==> src/rtl/instr_fetch_unit_pkg.sv <==
// Shared types and field positions for the fetch stage and its next-PC helper.
// The opcode field bounds are used by the fetch unit to drive the control unit.
package instr_fetch_unit_pkg;

  typedef enum logic [1:0] {
    S_REQ  = 2'd0,
    S_WAIT = 2'd1,
    S_HOLD = 2'd2
  } fetch_state_t;

  localparam int OPC_MSB = 31;
  localparam int OPC_LSB = 26;

  // Word-aligned, sign-extended branch displacement taken from the low halfword.
  function automatic logic [31:0] branch_disp(input logic [15:0] imm);
    return {{14{imm[15]}}, imm, 2'b00};
  endfunction

endpackage

==> src/rtl/instr_fetch_unit_npc_calc.sv <==
// Purely combinational next-PC selection: sequential, conditional branch or jump.
// A jump overrides a taken branch when the control unit asserts both.
module npc_calc
  import instr_fetch_unit_pkg::*;
(
  input  logic [31:0] pc_i,
  input  logic [31:0] instr_i,
  input  logic        is_beq_i,
  input  logic        jmp_i,
  input  logic        alu_zero_i,
  output logic [31:0] npc_o,
  output logic [31:0] pc_plus4_o,
  output logic        br_taken_o
);

  logic [31:0] seq_pc;
  logic [31:0] br_pc;
  logic [31:0] jt_pc;
  logic        beq_taken;

  // All adds are 32-bit and wrap modulo 2^32, including negative displacements.
  assign seq_pc     = pc_i + 32'd4;
  assign br_pc      = seq_pc + branch_disp(instr_i[15:0]);
  assign jt_pc      = {seq_pc[31:28], instr_i[25:0], 2'b00};
  assign beq_taken  = is_beq_i & alu_zero_i;

  always_comb begin
    npc_o = seq_pc;
    if (jmp_i) begin
      npc_o = jt_pc;
    end else if (beq_taken) begin
      npc_o = br_pc;
    end
  end

  assign pc_plus4_o = seq_pc;
  assign br_taken_o = jmp_i | beq_taken;

endmodule

==> src/rtl/instr_fetch_unit.sv <==
// Fetch stage: owns the PC, issues one instruction-memory request at a time and
// holds the returned word for decode until execute retires it.
//
// Handshake: a request transfers on a cycle where imem_req_valid && imem_req_ready;
// once raised, imem_req_valid and imem_addr stay put until that transfer. The
// response is valid-only: exactly one imem_resp_valid pulse per accepted request,
// never in the acceptance cycle, and only honoured while waiting in S_WAIT.
module instr_fetch_unit
  import instr_fetch_unit_pkg::*;
#(
  parameter logic [31:0] RESET_PC = 32'h0000_0000
) (
  input  logic        clk,
  input  logic        rst_n,
  output logic        imem_req_valid,
  input  logic        imem_req_ready,
  output logic [31:0] imem_addr,
  input  logic        imem_resp_valid,
  input  logic [31:0] imem_resp_data,
  output logic [31:0] instr,
  output logic [5:0]  opcode,
  output logic        instr_valid,
  output logic [31:0] pc,
  output logic [31:0] pc_plus4,
  input  logic        retire,
  input  logic        is_beq,
  input  logic        jmp,
  input  logic        alu_zero,
  output logic        br_taken,
  output logic [1:0]  fsm_state
);

  fetch_state_t state_q, state_d;
  logic [31:0]  pc_q, pc_d;
  logic [31:0]  instr_q, instr_d;
  logic         instr_valid_q, instr_valid_d;
  logic [31:0]  npc;
  logic         npc_redirect;

  npc_calc u_npc (
    .pc_i       (pc_q),
    .instr_i    (instr_q),
    .is_beq_i   (is_beq),
    .jmp_i      (jmp),
    .alu_zero_i (alu_zero),
    .npc_o      (npc),
    .pc_plus4_o (pc_plus4),
    .br_taken_o (npc_redirect)
  );

  always_ff @(posedge clk) begin
    if (!rst_n) begin
      state_q       <= S_REQ;
      pc_q          <= RESET_PC;
      instr_q       <= 32'h0;
      instr_valid_q <= 1'b0;
    end else begin
      state_q       <= state_d;
      pc_q          <= pc_d;
      instr_q       <= instr_d;
      instr_valid_q <= instr_valid_d;
    end
  end

  always_comb begin
    state_d        = state_q;
    pc_d           = pc_q;
    instr_d        = instr_q;
    instr_valid_d  = instr_valid_q;
    imem_req_valid = 1'b0;
    unique case (state_q)
      S_REQ: begin
        imem_req_valid = 1'b1;
        if (imem_req_ready) begin
          state_d = S_WAIT;
        end
      end
      S_WAIT: begin
        if (imem_resp_valid) begin
          instr_d       = imem_resp_data;
          instr_valid_d = 1'b1;
          state_d       = S_HOLD;
        end
      end
      S_HOLD: begin
        // A retire without a held instruction is meaningless and dropped.
        if (retire && instr_valid_q) begin
          pc_d          = npc;
          instr_valid_d = 1'b0;
          state_d       = S_REQ;
        end
      end
      default: begin
        state_d = S_REQ;
      end
    endcase
  end

  assign imem_addr   = pc_q;
  assign pc          = pc_q;
  assign instr       = instr_q;
  assign opcode      = instr_q[OPC_MSB:OPC_LSB];
  assign instr_valid = instr_valid_q;
  assign br_taken    = retire & instr_valid_q & npc_redirect;
  assign fsm_state   = state_q;

  // The PC must stay word aligned from reset onward.
  a_reset_pc_aligned : assert property (@(posedge clk) RESET_PC[1:0] == 2'b00);

  // A response is only meaningful while a request is outstanding.
  a_resp_only_in_wait : assert property (@(posedge clk) disable iff (!rst_n)
    imem_resp_valid |-> (state_q == S_WAIT));

endmodule

==> config.mk <==
export PLATFORM = sky130hd
export DESIGN_NAME = instr_fetch_unit
export DESIGN_NICKNAME = d
export VERILOG_FILES = /design/src/rtl/instr_fetch_unit_pkg.sv /design/src/rtl/instr_fetch_unit_npc_calc.sv /design/src/rtl/instr_fetch_unit.sv
export SDC_FILE = /design/constraint.sdc
export NUM_CORES = 1
export LEC_CHECK = 0
export CORE_UTILIZATION = 42
export DETAILED_ROUTE_END_ITERATION = 16
export HOLD_SLACK_MARGIN = 0.06
export PLACE_DENSITY = 0.75
export SLEW_MARGIN = 20
export SYNTH_ARGS = -nofsm -noshare
export SYNTH_HDL_FRONTEND = slang
export SYNTH_HIERARCHICAL = 1
export SYNTH_SLANG_ARGS = --single-unit
==> constraint.sdc <==
create_clock -name clk -period 10.5 [get_ports clk]
set_input_delay 1.05 -clock clk [delete_from_list [all_inputs] [get_ports clk]]
set_output_delay 1.05 -clock clk [all_outputs]
set_load 0.02 [all_outputs]
==> flow_summary.toml, run 1 <==
[power]
irDropWorstVdd_mv = 0.0757
power.leakage_nw = 2.83
power_density_nw_per_um2 = 91.6

[global_routing]
overflow = 0
antenna_found_initial = 0
track_usage_pct = 25.4
grt_pass1_wl_um = 28400
first_global_vias = 5151
grt_max_degree = 70

[sta]
skew_ns = 0.00892
setup_ws_ns = 6.07
slew_viol_final = 0
fin_crit_sh_pct = 42.2
fin_setup_tns_ns = 0
grt_setup_unrepaired = "false"
clock.fmax_ghz = 0.226
slew-limit-headroom_pct = 31.1
setup_violations = 0
tightest_slew_ns = 1.03
finalHoldViolCount = 0
period_needed_ns = 4.43

[worst_hold_path]
hold_path.class = "register to register"

[finish]
stdcell_area_um2 = 7480
drive_above_1_share_pct = 6.26
n_antenna_cell = 0
area_delta_synth_final_pct = 30.5
num-nets-final = 951
fin_util_pct = 56.2

[floorplan]
die-area_um2 = 14100
num_rows = 42
start_util_pct = 43.1
die_height_um = 119
io_pins = 179
core_area_um2 = 13300
die_w_um = 119

[worst_setup_path]
cpPeakStageDelay_ns = 0.61
crit_slowest_cell = "and2_1"
arrival_ns = 3.38
critPathKind = "input port to output port"
path_cells = "clkdlybuf4s50_1, and2_1, nor2_1, inv_1, and3_1, clkdlybuf4s50_1"
crit_path_end_kind = "output port"
cp_data_required_time_ns = 9.45
path_max_fanout = 18
start_kind = "input port"
crit_top_cell = "clkdlybuf4s50_1"

[place]
gp_congestion = 0.960
hpwl_um = 13100
port_buffers = 178
place_ws_ns = 6.11
placed_cell_area_um2 = 7170

[outcome]
run_status = "complete, no violations"

[yosys]
yosysUniqueCellTypes = 63
syn-cell-area_um2 = 5730
ys_ff_latch = 67
avgSynthCellArea_um2 = 7.46
yosys_warnings = 6
synth_seq_area_share_pct = 23.4
synth-edff-count = 0
synthFlopType = "dfxtp_1"
netlist_instances = 768
async_reset_ff_share_pct = 0
syn_nets = 845

[clock_network]
numCtsBuffers = 9
hold_buffers = 0
clockBufferDepth = 2
clk_pin_slew_ns = 0.06
root_buffer = "clkbuf_16"
cts_resized = 0
clk_latency_ns = 0.35
htree_levels = 3
post-cts-setup-buffer-count = 0
clock-sinks = 67
cts_tree = "done"

[route]
first_iter_violations = 532
routed_wirelength_um = 17900
routedWlPerCell_um = 16.9
num_vias = 5807
ant_nets = 0
viasPerCell = 5.50
drt-pass1-iter-count = 7
drcViolationCount = 0

[flow_run]
max_cap_violations = 0
[cell families after synthesis]
| kind of cell | share of synthesized area, % |
|---|---|
| AOI/OAI and AO/OA | 23.7 |
| muxes | 1.75 |
| xor gates and xnor gates | 7.64 |
| buffers and inverters | 11.5 |
| and+or+nand+nor | 23.8 |
| adders and majority gates | 8.21 |
| DFF | 23.4 |
[cells in the final DEF, fill, tap and decap left out, types with 8 or more instances in the layout]
cell and instances:
clkbuf_16 9, o21ai_1 52, xor2_1 16, o21ai_2 15, ha_1 36, inv_1 21
o21ai_0 26, a21o_1 15, clkdlybuf4s50_1 177, nand3_1 80, nand4_1 9, and3_1 9
xnor2_1 34, nor2_1 37, dfxtp_1 67, a211oi_1 10, a21oi_1 45, nand2_1 109
nor3_1 8
[area by class of cell]
cell class | instances | area (µm²)
clock buffer | 10 | 239
clock inverter | 6 | 65.1
fill | 1277 | 5820
inverter | 22 | 82.6
multi-input combinational | 593 | 3730
sequential | 67 | 1340
tap | 176 | 220
timing repair buffer | 181 | 1800
[where the power goes]
| group | internal (mW) | switching [mW] |
|---|---|---|
| logic | 0.0439 | 0.0555 |
| clock network | 0.190 | 0.126 |
| registers | 0.260 | 0.00897 |
| total | 0.494 | 0.191 |
[Yosys cell counts, drive strengths merged (2+ instances only)]
library cell | number | area (µm²)
mux2 | 5 | 60.1
nand2b | 4 | 25.0
o21bai | 2 | 15.0
xor2 | 16 | 140
o21ai | 93 | 522
a22oi | 3 | 27.5
o22ai | 6 | 37.5
a21o | 15 | 113
mux2i | 4 | 40.0
ha | 36 | 450
a31oi | 7 | 43.8
dfxtp | 67 | 1340
xnor2 | 34 | 298
and4 | 5 | 43.8
o211ai | 2 | 15.0
buf | 65 | 498
or3 | 3 | 18.8
a221oi | 4 | 35.0
inv | 21 | 78.8
nor2b | 4 | 25.0
a221o | 3 | 30.0
a211oi | 10 | 75.1
clkbuf | 21 | 80.1
and2 | 3 | 18.8
nor2 | 37 | 139
a211o | 2 | 17.5
and3 | 9 | 56.3
o31ai | 2 | 15.0
a21boi | 3 | 22.5
nand4 | 9 | 56.3
nor3 | 8 | 40.0
a21oi | 47 | 243
nand2 | 109 | 409
nand3 | 87 | 470
o21a | 6 | 45.0
[registers in the layout, summed over array words and instances (netlist names)]
register     cells
instr           32
instr_valid      1
fsm_state        2
imem_addr       32
[critical path, delay by kind of cell]
kind | cells | cell delay, ns
buffers and inverters | 3 | 1.34
and+or+nand+nor | 3 | 0.99
[stage by stage]
step / hold WS (ns) / power (mW) / instances
2_1_floorplan: 0.547 / 0.336 / 768
3_3_place_gp: 0.462 / 0.372 / 1039
3_5_place_dp: 0.464 / 0.373 / 1039
4_1_cts: 0.477 / 0.691 / 1055
5_1_grt: 0.488 / 0.712 / 1055
6_report: 0.471 / 0.685 / 1055
[metal layers]
metal	GRT usage, %	up-vias	routed length, µm
met5	0	-	0
met4	8.31	0	331
met3	4.63	23	1240
met2	38.7	211	7960
met1	35.8	2661	8330
li1	-	2912	-
[final timing paths]
| path | startpoint | to | slack (ns) | cells past startpoint |
|---|---|---|---|---|
| min reg2reg | instr[29]$_SDFFE_PN0P_ | instr[29]$_SDFFE_PN0P_ | 0.47 | 2 |
| max | is_beq | br_taken | 6.07 | 6 |
| max reg2reg | imem_addr[2]$_SDFFE_PN0P_ | imem_addr[31]$_SDFFE_PN0P_ | 6.19 | 17 |
| min | instr[29]$_SDFFE_PN0P_ | instr[29]$_SDFFE_PN0P_ | 0.47 | 2 |
No activity file was read; power rests on OpenSTA's default activity.
==> run 2, diff against run 1 <==
--- a/config.mk
+++ b/config.mk
@@ -8,7 +8,7 @@
 export CORE_UTILIZATION = 42
 export DETAILED_ROUTE_END_ITERATION = 16
 export HOLD_SLACK_MARGIN = 0.06
-export PLACE_DENSITY = 0.75
+export PLACE_DENSITY = 0.78
 export SLEW_MARGIN = 20
 export SYNTH_ARGS = -nofsm -noshare
 export SYNTH_HDL_FRONTEND = slang
==> constraint.sdc (replaced) <==
create_clock -name clk -period 4 [get_ports clk]
set_input_delay 0.4 -clock clk [delete_from_list [all_inputs] [get_ports clk]]
set_output_delay 0.4 -clock clk [all_outputs]
set_load 0.02 [all_outputs]
==> run 2 against run 1 <==
Non-clock buffer count grew 29. Highest routed layer unchanged. Clock skew grew 0.0018 ns. Count of clock-buffer cells in the layout grew 2. Flip-flop and latch count is the same. Core utilization grew 1.8 points. Hold slack gained 0.0036 ns. Global-route usage grew 0.38 points. Critical path depth grew 10. First-iteration DRC count shrank 18%. Clock power grew 140%.
==> flow_summary.toml, run 2 (synthesis gave the netlist of run 1 again) <==
[outcome]
run_status = "complete, no violations"

[route]
drt-pass1-iter-count = 6
ant_nets = 0
drcViolationCount = 0
num_vias = 5960
first_iter_violations = 435
routedWlPerCell_um = 16.8
viasPerCell = 5.50
routed_wirelength_um = 18200

[floorplan]
die_w_um = 119
start_util_pct = 43.1
num_rows = 42
die-area_um2 = 14100
die_height_um = 119
core_area_um2 = 13300
io_pins = 179

[clock_network]
cts_resized = 0
clk_latency_ns = 0.35
htree_levels = 3
post-cts-setup-buffer-count = 0
cts_tree = "done"
clk_pin_slew_ns = 0.06
clock-sinks = 67
root_buffer = "clkbuf_16"
clockBufferDepth = 2
numCtsBuffers = 9
hold_buffers = 0

[place]
gp_congestion = 0.963
hpwl_um = 13700
place_ws_ns = 0.122
port_buffers = 178

[sta]
period_needed_ns = 3.87
setup_violations = 0
skew_ns = 0.0107
fin_setup_tns_ns = 0
hold_slack_ns = 0.475
fin_crit_sh_pct = 96.9
tightest_slew_ns = 0.897
slew_viol_final = 0
slew-limit-headroom_pct = 40.1
finalHoldViolCount = 0
clock.fmax_ghz = 0.258
grt_setup_unrepaired = "false"
setup_ws_ns = 0.126

[global_routing]
grt_pass1_wl_um = 28800
grt_max_degree = 66
top_usage_layer = "met2"
globalRouteMet1Util_pct = 36.5
antenna_found_initial = 0
grtUsageMet3_pct = 4.34
gr-usage-met2_pct = 39.5
overflow = 0
first_global_vias = 5329
track_usage_pct = 25.8

[worst_hold_path]
holdPathStages = 2
holdPathEnd = "instr[23]$_SDFFE_PN0P_"
hold_path.class = "register to register"
hp-start = "instr[23]$_SDFFE_PN0P_"

[worst_setup_path]
crit_path_end_kind = "register"
arrival_ns = 4.14
reg2reg_from = "imem_addr[8]$_SDFFE_PN0P_"
r2r_slack_ns = 0.13
start_kind = "register"
path_max_fanout = 8
r2r_cells = 16
critPathKind = "register to register"
cp_data_required_time_ns = 4.26
r2r-end = "imem_addr[25]$_SDFFE_PN0P_"

[finish]
register_area_um2 = 1340
area_delta_synth_final_pct = 34.7
fillers = 1231
fin_util_pct = 58.1
multi_input_area_um2 = 3770
drive_above_1_share_pct = 10.6
num-nets-final = 980
final_common_cell = "clkdlybuf4s50_1"
n_antenna_cell = 0
final_cell_mix = "clkdlybuf4s50_1 (177), nand2_1 (109), nand3_1 (79), dfxtp_1 (66), o21ai_1 (53)"

[power]
irDropWorstVdd_mv = 0.170
power.leakage_nw = 2.97
power.total_mw = 1.74
power_density_nw_per_um2 = 226

[flow_run]
max_cap_violations = 0
[run 2: cell types whose count changed in the layout (fill, tap and decap cells not counted), sizes merged]
cell / previous run / this run
buf: 4 / 33
bufinv: 1 / 0
clkinv: 5 / 3
clkbuf: 10 / 12
clkinvlp: 1 / 2
[run 2: where the power goes]
group          switching (mW)  internal, mW
clock network           0.320         0.452
registers              0.0207         0.683
logic                   0.150         0.119
[run 2: layer usage]
layer  wire (µm)  vias up
li1            -     2957
met2        7920      255
met5           0        -
met1        8480     2719
met3        1420       29
met4         410        0
[run 2: cell type report]
cell class                      count  share of cell area (%)
Clock buffer                       12                    3.32
Clock inverter                      4                   0.324
Multi-Input combinational cell    593                    48.9
Sequential cell                    67                    17.4
Inverter                           22                    1.07
Tap cell                          176                    2.85
Timing Repair Buffer              210                    26.2
[run 2: through the flow]
step | instances | area [µm²]
finish | 1084 | 7720
global route | 1084 | 7720
CTS | 1084 | 7670
floorplan | 768 | 5730
detailed placement | 1068 | 7390
global placement | 1068 | 7390
[run 2: critical path: stages, from the launching register on]
cell     delay [ns]
dfxtp_1        0.45
nand4_1        0.16
nor2_1         0.22
and3_2         0.28
nand3_1        0.11
xnor2_1        0.33
ha_1           0.41
a21o_1         0.20
a21o_1         0.17
a221o_1        0.36
nand3_1        0.11
nor2_1         0.05
a21oi_1        0.23
mux2_2         0.37
a22oi_1        0.15
nand2_1        0.07
o21ai_1        0.12
[run 2: worst max path at each step]
| stage | endpoint | startpoint | cells after the start | slack (ns) |
|---|---|---|---|---|
| 3_3_place_gp | imem_addr[31]$_SDFFE_PN0P_ | imem_addr[16]$_SDFFE_PN0P_ | 16 | 0.21 |
| 4_1_cts | imem_addr[31]$_SDFFE_PN0P_ | imem_addr[16]$_SDFFE_PN0P_ | 16 | 0.08 |
| 5_1_grt | imem_addr[25]$_SDFFE_PN0P_ | imem_addr[5]$_SDFFE_PN0P_ | 17 | 0.008 |
| 2_1_floorplan | imem_addr[25]$_SDFFE_PN0P_ | imem_addr[2]$_SDFFE_PN0P_ | 17 | 0.13 |
| 6_report | imem_addr[25]$_SDFFE_PN0P_ | imem_addr[8]$_SDFFE_PN0P_ | 16 | 0.13 |
| 3_5_place_dp | imem_addr[31]$_SDFFE_PN0P_ | imem_addr[16]$_SDFFE_PN0P_ | 16 | 0.12 |
